===== src/rtl/alu_sequencer.sv =====
// alu_sequencer: issue/response controller driving an external combinational ALU, owning the flag register
module alu_sequencer (
  input  logic        clk,
  input  logic        rst,
  input  logic        req_valid,
  output logic        req_ready,
  input  logic [3:0]  req_op,
  input  logic [31:0] req_a,
  input  logic [31:0] req_b,
  output logic [31:0] alu_x,
  output logic [31:0] alu_y,
  output logic [1:0]  alu_functionals,
  output logic [2:0]  alu_logicfn,
  input  logic [31:0] alu_value,
  input  logic        alu_carry,
  input  logic        alu_zero,
  input  logic        alu_msb,
  input  logic        alu_overflow,
  output logic        resp_valid,
  input  logic        resp_ready,
  output logic [31:0] resp_data,
  output logic        resp_taken,
  output logic        resp_err,
  output logic [3:0]  flags
);
  typedef enum logic [1:0] {IDLE, EXEC1, EXEC2, DONE} state_t;
  state_t      state_q, state_d;
  logic [3:0]  op_q, op_d, flags_q, flags_d;
  logic [31:0] a_q, a_d, b_q, b_d, result_q, result_d;
  logic [31:0] x_q, x_d, y_q, y_d, data_q, data_d;
  logic [1:0]  fn_q, fn_d;
  logic [2:0]  lf_q, lf_d;
  logic        rv_q, rv_d, taken_q, taken_d, err_q, err_d;
  logic [31:0] sra_fill;
  logic        cond;
  // Sign fill OR-ed onto the logical right shift to form an arithmetic shift
  assign sra_fill = a_q[31] ? ((|b_q[31:5]) ? 32'hFFFFFFFF : ~(32'hFFFFFFFF >> b_q[4:0])) : 32'h0;
  // Branch condition against the flags held before the branch op
  assign cond = op_q == 4'd8  ? flags_q[0] :
                op_q == 4'd9  ? !flags_q[0] :
                op_q == 4'd10 ? flags_q[2] :
                op_q == 4'd11 ? flags_q[1] :
                op_q == 4'd12 ? flags_q[3] : 1'b0;
  assign req_ready       = state_q == IDLE && !rst;
  assign alu_x           = x_q;
  assign alu_y           = y_q;
  assign alu_functionals = fn_q;
  assign alu_logicfn     = lf_q;
  assign resp_valid      = rv_q;
  assign resp_data       = data_q;
  assign resp_taken      = taken_q;
  assign resp_err        = err_q;
  assign flags           = flags_q;
  // Next-state: accept, ALU passes (SUB negates b first, then adds), response hold
  always_comb begin
    state_d  = state_q;
    op_d     = op_q;
    a_d      = a_q;
    b_d      = b_q;
    result_d = result_q;
    x_d      = x_q;
    y_d      = y_q;
    fn_d     = fn_q;
    lf_d     = lf_q;
    flags_d  = flags_q;
    rv_d     = rv_q;
    data_d   = data_q;
    taken_d  = taken_q;
    err_d    = err_q;
    case (state_q)
      IDLE: if (req_valid) begin
        state_d = EXEC1;
        op_d    = req_op;
        a_d     = req_a;
        b_d     = req_b;
        if (!req_op[3]) begin
          x_d  = (req_op == 4'd1 || req_op == 4'd7) ? 32'h0 : req_a;
          y_d  = req_b;
          fn_d = req_op == 4'd0 ? 2'b00 : (req_op == 4'd1 || req_op == 4'd7) ? 2'b01 : 2'b10;
          lf_d = req_op == 4'd3 ? 3'b001 : req_op == 4'd4 ? 3'b010 :
                 (req_op == 4'd5 || req_op == 4'd6) ? 3'b011 : 3'b000;
        end
      end
      EXEC1: begin
        result_d = op_q[3] ? 32'h0 : op_q == 4'd6 ? (alu_value | sra_fill) : alu_value;
        if (op_q == 4'd0) flags_d = {alu_overflow, alu_msb, alu_carry, alu_zero};
        if (op_q == 4'd7) begin
          state_d = EXEC2;
          x_d     = a_q;
          y_d     = alu_value;
          fn_d    = 2'b00;
        end else state_d = DONE;
      end
      EXEC2: begin
        result_d = alu_value;
        flags_d  = {alu_overflow, alu_msb, alu_carry, alu_zero};
        state_d  = DONE;
      end
      DONE: if (!rv_q) begin
        rv_d    = 1'b1;
        data_d  = result_q;
        taken_d = cond;
        err_d   = op_q >= 4'd13;
      end else if (resp_ready) begin
        rv_d    = 1'b0;
        state_d = IDLE;
      end
    endcase
  end
  // State and registered outputs; reset discards any in-flight op and clears flags
  always_ff @(posedge clk or posedge rst) begin
    if (rst) begin
      state_q  <= IDLE;
      op_q     <= '0;
      a_q      <= '0;
      b_q      <= '0;
      result_q <= '0;
      x_q      <= '0;
      y_q      <= '0;
      fn_q     <= '0;
      lf_q     <= '0;
      flags_q  <= '0;
      rv_q     <= 1'b0;
      data_q   <= '0;
      taken_q  <= 1'b0;
      err_q    <= 1'b0;
    end else begin
      state_q  <= state_d;
      op_q     <= op_d;
      a_q      <= a_d;
      b_q      <= b_d;
      result_q <= result_d;
      x_q      <= x_d;
      y_q      <= y_d;
      fn_q     <= fn_d;
      lf_q     <= lf_d;
      flags_q  <= flags_d;
      rv_q     <= rv_d;
      data_q   <= data_d;
      taken_q  <= taken_d;
      err_q    <= err_d;
    end
  end
endmodule


===== config.mk =====
export PLATFORM = sky130hd
export DESIGN_NAME = alu_sequencer
export DESIGN_NICKNAME = d
export VERILOG_FILES = /design/src/rtl/alu_sequencer.sv
export SDC_FILE = /design/constraint.sdc
export NUM_CORES = 1
export LEC_CHECK = 0
export ABC_AREA = 1
export CORE_MARGIN = 4
export CORE_UTILIZATION = 50
export DETAILED_ROUTE_END_ITERATION = 8
export PLACE_DENSITY = 0.8
export SLEW_MARGIN = 25
export SYNTH_ARGS = -nofsm -noshare
export SYNTH_HDL_FRONTEND = slang
export SYNTH_SLANG_ARGS = --single-unit
export TNS_END_PERCENT = 10

===== constraint.sdc =====
create_clock -name clk -period 8.38 [get_ports clk]
set_clock_uncertainty 0.05 [all_clocks]
set_input_delay 1.676 -clock clk [delete_from_list [all_inputs] [get_ports clk]]
set_output_delay 1.676 -clock clk [all_outputs]
set_load 0.01 [all_outputs]

=== After elaboration in Yosys (flattened, before gate mapping) ===
Index checks and enable logic that the tools add are counted.

* $lt $le $gt $ge: 1
* Reductions and logical operators: 17
* Shift-type cells: 1
* Bitwise gates (word level): 4
* Equality and inequality tests: 22
* Mux-type cells: 37

{| class="wikitable"
|+ Operators by type and width
! cell !! number
|-
| $mux 32 || 11
|-
| $pmux 32 s2 || 3
|-
| $not 32->32 || 1
|-
| $or 32x32->32 || 1
|-
| $shr 32x5->32 const A || 1
|-
| $reduce_or 27->1 || 1
|-
| $eq 4x3->1 const B || 6
|-
| $mux 2 || 11
|-
| $eq 4x4->1 const B || 5
|-
| $ne 2x2->1 const B || 6
|-
| $logic_not 4->1 || 2
|-
| $mux 1 || 8
|-
| $pmux 2 s4 || 1
|-
| $pmux 4 s2 || 1
|-
| $reduce_and 2->1 || 3
|-
| $reduce_and 3->1 || 2
|-
| $eq 2x2->1 const B || 2
|-
| $eq 4x1->1 const B || 1
|-
| $eq 4x2->1 const B || 1
|-
| $ge 4x4->1 const B || 1
|-
| $mux 4 || 1
|-
| $pmux 2 s2 || 1
|-
| $reduce_and 4->1 || 1
|-
| $reduce_bool 2->1 || 2
|-
| 6 further kinds || 9
|}

* Word-level logic and storage cells: 96
* Output and inout port bits: 109
* Bits of input ports: 108
* Bits in registers: 210

=== Logic depth before layout (Yosys ltp) ===
* Depth in word-level cells: 8
* Mapped depth: 13
* Gate-level depth less buffers: 12

=== Worst setup path before layout ===
Ideal clock, no wire load.

* Path kind: in2out
* Start point: input rst
* End point: output req_ready
* Required time: 6.654 ns
* Cell stages on the path: 1
* Data arrival time: 1.845 ns
* Path buffers: 0
* Path slack: 4.809 ns
* Path through: nor2_1

* Cells in the longest elaborated chain, start to end: 2

{| class="wikitable"
|+ Ends and longest elaborated chain
! item !! RTL line !! RTL
|-
| start, declared || 4 || <nowiki>input logic rst,</nowiki>
|-
| $logic_not 1->1 (no line) || - ||
|-
| $logic_and 1x1->1 || 44 || <nowiki>assign req_ready = state_q == IDLE && !rst;</nowiki>
|-
| end, declared || 6 || <nowiki>output logic req_ready,</nowiki>
|}

No other way between the ends.

=== Final worst setup path ===
Same ends and word-level chain as after synthesis.

==> flow_metrics.tcl <==
set metrics [dict create \
    status "finished clean" \
    slew_viol_final 0 \
    cts_resized 0 \
    worst_setup_path_start_kind "input port" \
    hold_start "result_q[27]$_DFFE_PP0P_" \
    port_buffers 215 \
    grt_start_max_net_pins 132 \
    leakagePower_nw 5.65 \
    first_iter_violations 800 \
    tns_ps 0 \
    cap_violations 0 \
    cts-root-buf "clkbuf_16" \
    slew_headroom_pct 31.7 \
    antenna_left 0 \
    required_ps 6650 \
    synth.cell_area_mm2 0.00909 \
    path_clk_slew_ps 60 \
    synth_top_area_share_pct 57.5 \
    wl_per_cell_um 18.1 \
    track_usage_pct 25.3 \
    design_area_mm2 0.0121 \
    setup_viol 0 \
    grt-ovfl-total 0 \
    critPathKind "input port to output pin" \
    whs_path_depth 2 \
    synth.distinct_cells 35 \
    syn_nets 1127 \
    drive_gt1_share_pct 8.03 \
    crit_fanout 2 \
    worstReg2RegStart "state_q[1]$_DFFE_PP0P_" \
    clkSinkCount 209 \
    gp_congestion 0.972 \
    hold_viol 0 \
    period_needed_ps 4610 \
    antenna_cells 0 \
    postCtsHoldBufs 0 \
    min_to "resp_data[27]$_DFFE_PP0P_" \
    yosysWarnings 0 \
    dp_hpwl_um 17800 \
    arrival_ps 2880 \
    core.rowCount 49 \
    crit_path_frequent_cell "clkdlybuf4s50_1" \
    critPathCaptureType "output pin" \
    insertion_delay_ps 510 \
    core_mm2 0.0179 \
    yosysTopAreaCell "dfrtp_1" \
    timing.fmax_mhz 217 \
    synth-seq-cells 209 \
    dr.pass1.iters 6 \
    viasPerCell 5.45 \
    vias 7902 \
    cts_setup_buffers 0 \
    cts_max_path_buffers 3 \
    cts_tree "built" \
    power_density_mw_per_mm2 397 \
    io_pins 217 \
    reg2reg_depth 7 \
    numCtsBuffers 22 \
    synth_area_leaders "dfrtp_1 58%, nand2_1 13%, mux2_2 5.3%, a21oi_1 5.2%, nor2_1 4.6%" \
    syn_area_per_cell_um2 8.96 \
    drc 0 \
    worst_slack_ps 3770 \
    start_util_pct 50.8 \
    hold_path_class "flip-flop to flip-flop" \
    max_slew.worst_pin.slew_ps 1020 \
    drt-total-wl_um 26300 \
    finalPower_mw 4.80 \
    critPathSlowestCell "clkdlybuf4s50_1" \
    syn_inst 1015 \
    dieArea_mm2 0.0204 \
    placed_cell_area_mm2 0.0113 \
    timing.rr.end "alu_x[11]$_DFFE_PP0P_" \
    worstPathCellList "clkdlybuf4s50_1 -> nor2_1 -> clkdlybuf4s50_1" \
    area_delta_synth_final_pct 33.0 \
    rrSetupSlack_ps 5790 \
    rsz0062_at_grt "no" \
    die_w_um 143 \
    ir_drop_mv 0.214 \
    max_stage_delay_ps 550 \
    die_h_um 143 \
    ys_seq_area_share_pct 57.5 \
    period_share_pct 55.0 \
    antenna_found_initial 1 \
    cts_htree_levels 1 \
    first_global_vias 7798 \
    fin_nets 1317 \
    dpl_worst_slack_ps 3780 \
    grt_pass1_wl_um 41000 \
]
-- registers in the layout (all words and copies together), names as in the netlist --
register	count
state_q	2
alu_y	32
resp_taken	1
resp_data	32
alu_logicfn	2
flags	4
result_q	32
resp_valid	1
op_q	4
resp_err	1
a_q	32
alu_x	32
b_q	32
alu_functionals	2
-- layer usage --
metal  track usage [%]  share of wire (%)  up-vias
li1                  -                  -     3676
met3              4.89                8.6       84
met2              40.6                 47      381
met1              34.8                 40     3759
met4              8.90                3.8        2
met5                 0              0.049        -
-- layout make-up --
class                           instances  area, um^2
Multi-Input combinational cell        692        3370
Inverter                               59         231
Clock inverter                          6        82.6
Fill cell                            1373        5810
Sequential cell                       209        5230
Tap cell                              229         287
Clock buffer                           34         667
Timing Repair Buffer                  221        2220
-- cells in the final DEF (no fill, tap or decap), types with 2 or more instances in the layout --
cell,netlist,final
nand2_1,313,312
clkdlybuf4s50_1,0,215
dfrtp_1,209,209
nor2_1,112,112
a21oi_1,94,94
inv_1,54,52
mux2_2,43,43
o21ai_0,39,39
a31oi_1,38,38
clkbuf_16,0,23
o21bai_1,9,9
nand3_1,6,6
o21ai_1,6,6
clkbuf_1,27,6
nor3_1,5,5
clkbuf_8,0,5
inv_2,4,4
a21o_1,4,4
buf_4,9,4
nand2_2,3,3
ha_1,4,3
clkinv_2,0,3
nand4_1,2,2
o211ai_1,2,2
o31ai_1,2,2
bufinv_16,0,2
-- how the worst max path moves through the flow --
stage                     startpoint                  to
after floorplan                  rst  a_q[0]$_DFFE_PP0P_
after global placement           rst           req_ready
after detailed placement         rst           req_ready
after CTS                        rst           req_ready
after global routing             rst           req_ready
final                            rst           req_ready
-- critical path: cells and delay by family --
kind	cells	cell delay, ps
and+or+nand+nor	1	140
buffers and inverters	2	1070
-- metrics by stage --
step	hold slack (ps)	utilization (%)	cells
after detailed placement	408	63.2	1409
final	427	67.5	1450
after CTS	424	67.4	1449
after global placement	407	63.2	1409
after floorplan	392	-	1015
after global routing	448	67.5	1450
-- cell families (layout without fill, tap and decap cells) --
group,after synthesis,count (layout),share of synthesized area (%)
other,1,1,0.0412
and+or+nand+nor,444,444,18.8
DFF,209,209,57.5
adders and majority gates,4,4,0.551
AOI/OAI and AO/OA,200,200,12.2
buffers and inverters,114,320,5.55
muxes,43,43,5.33
-- where the power goes --
part	switching (mW)	internal [mW]
clock	0.397	0.609
combinational	1.14	0.904
sequential	0.268	1.48
-- synthesized netlist by cell type (all sizes together) --
library cell    n
nand2         316
dfrtp         209
nor2          113
a21oi          94
inv            59
o21ai          45
mux2           43
a31oi          38
buf            28
clkbuf         27
o21bai          9
nand3           6
nor3            6
a21o            4
ha              4
nand4           2
o211ai          2
o31ai           2
a211oi          1
a22o            1
a31o            1
and2            1
conb            1
o21a            1
o22ai           1
o41ai           1
Note: power is estimated with default switching activity, not from simulation.
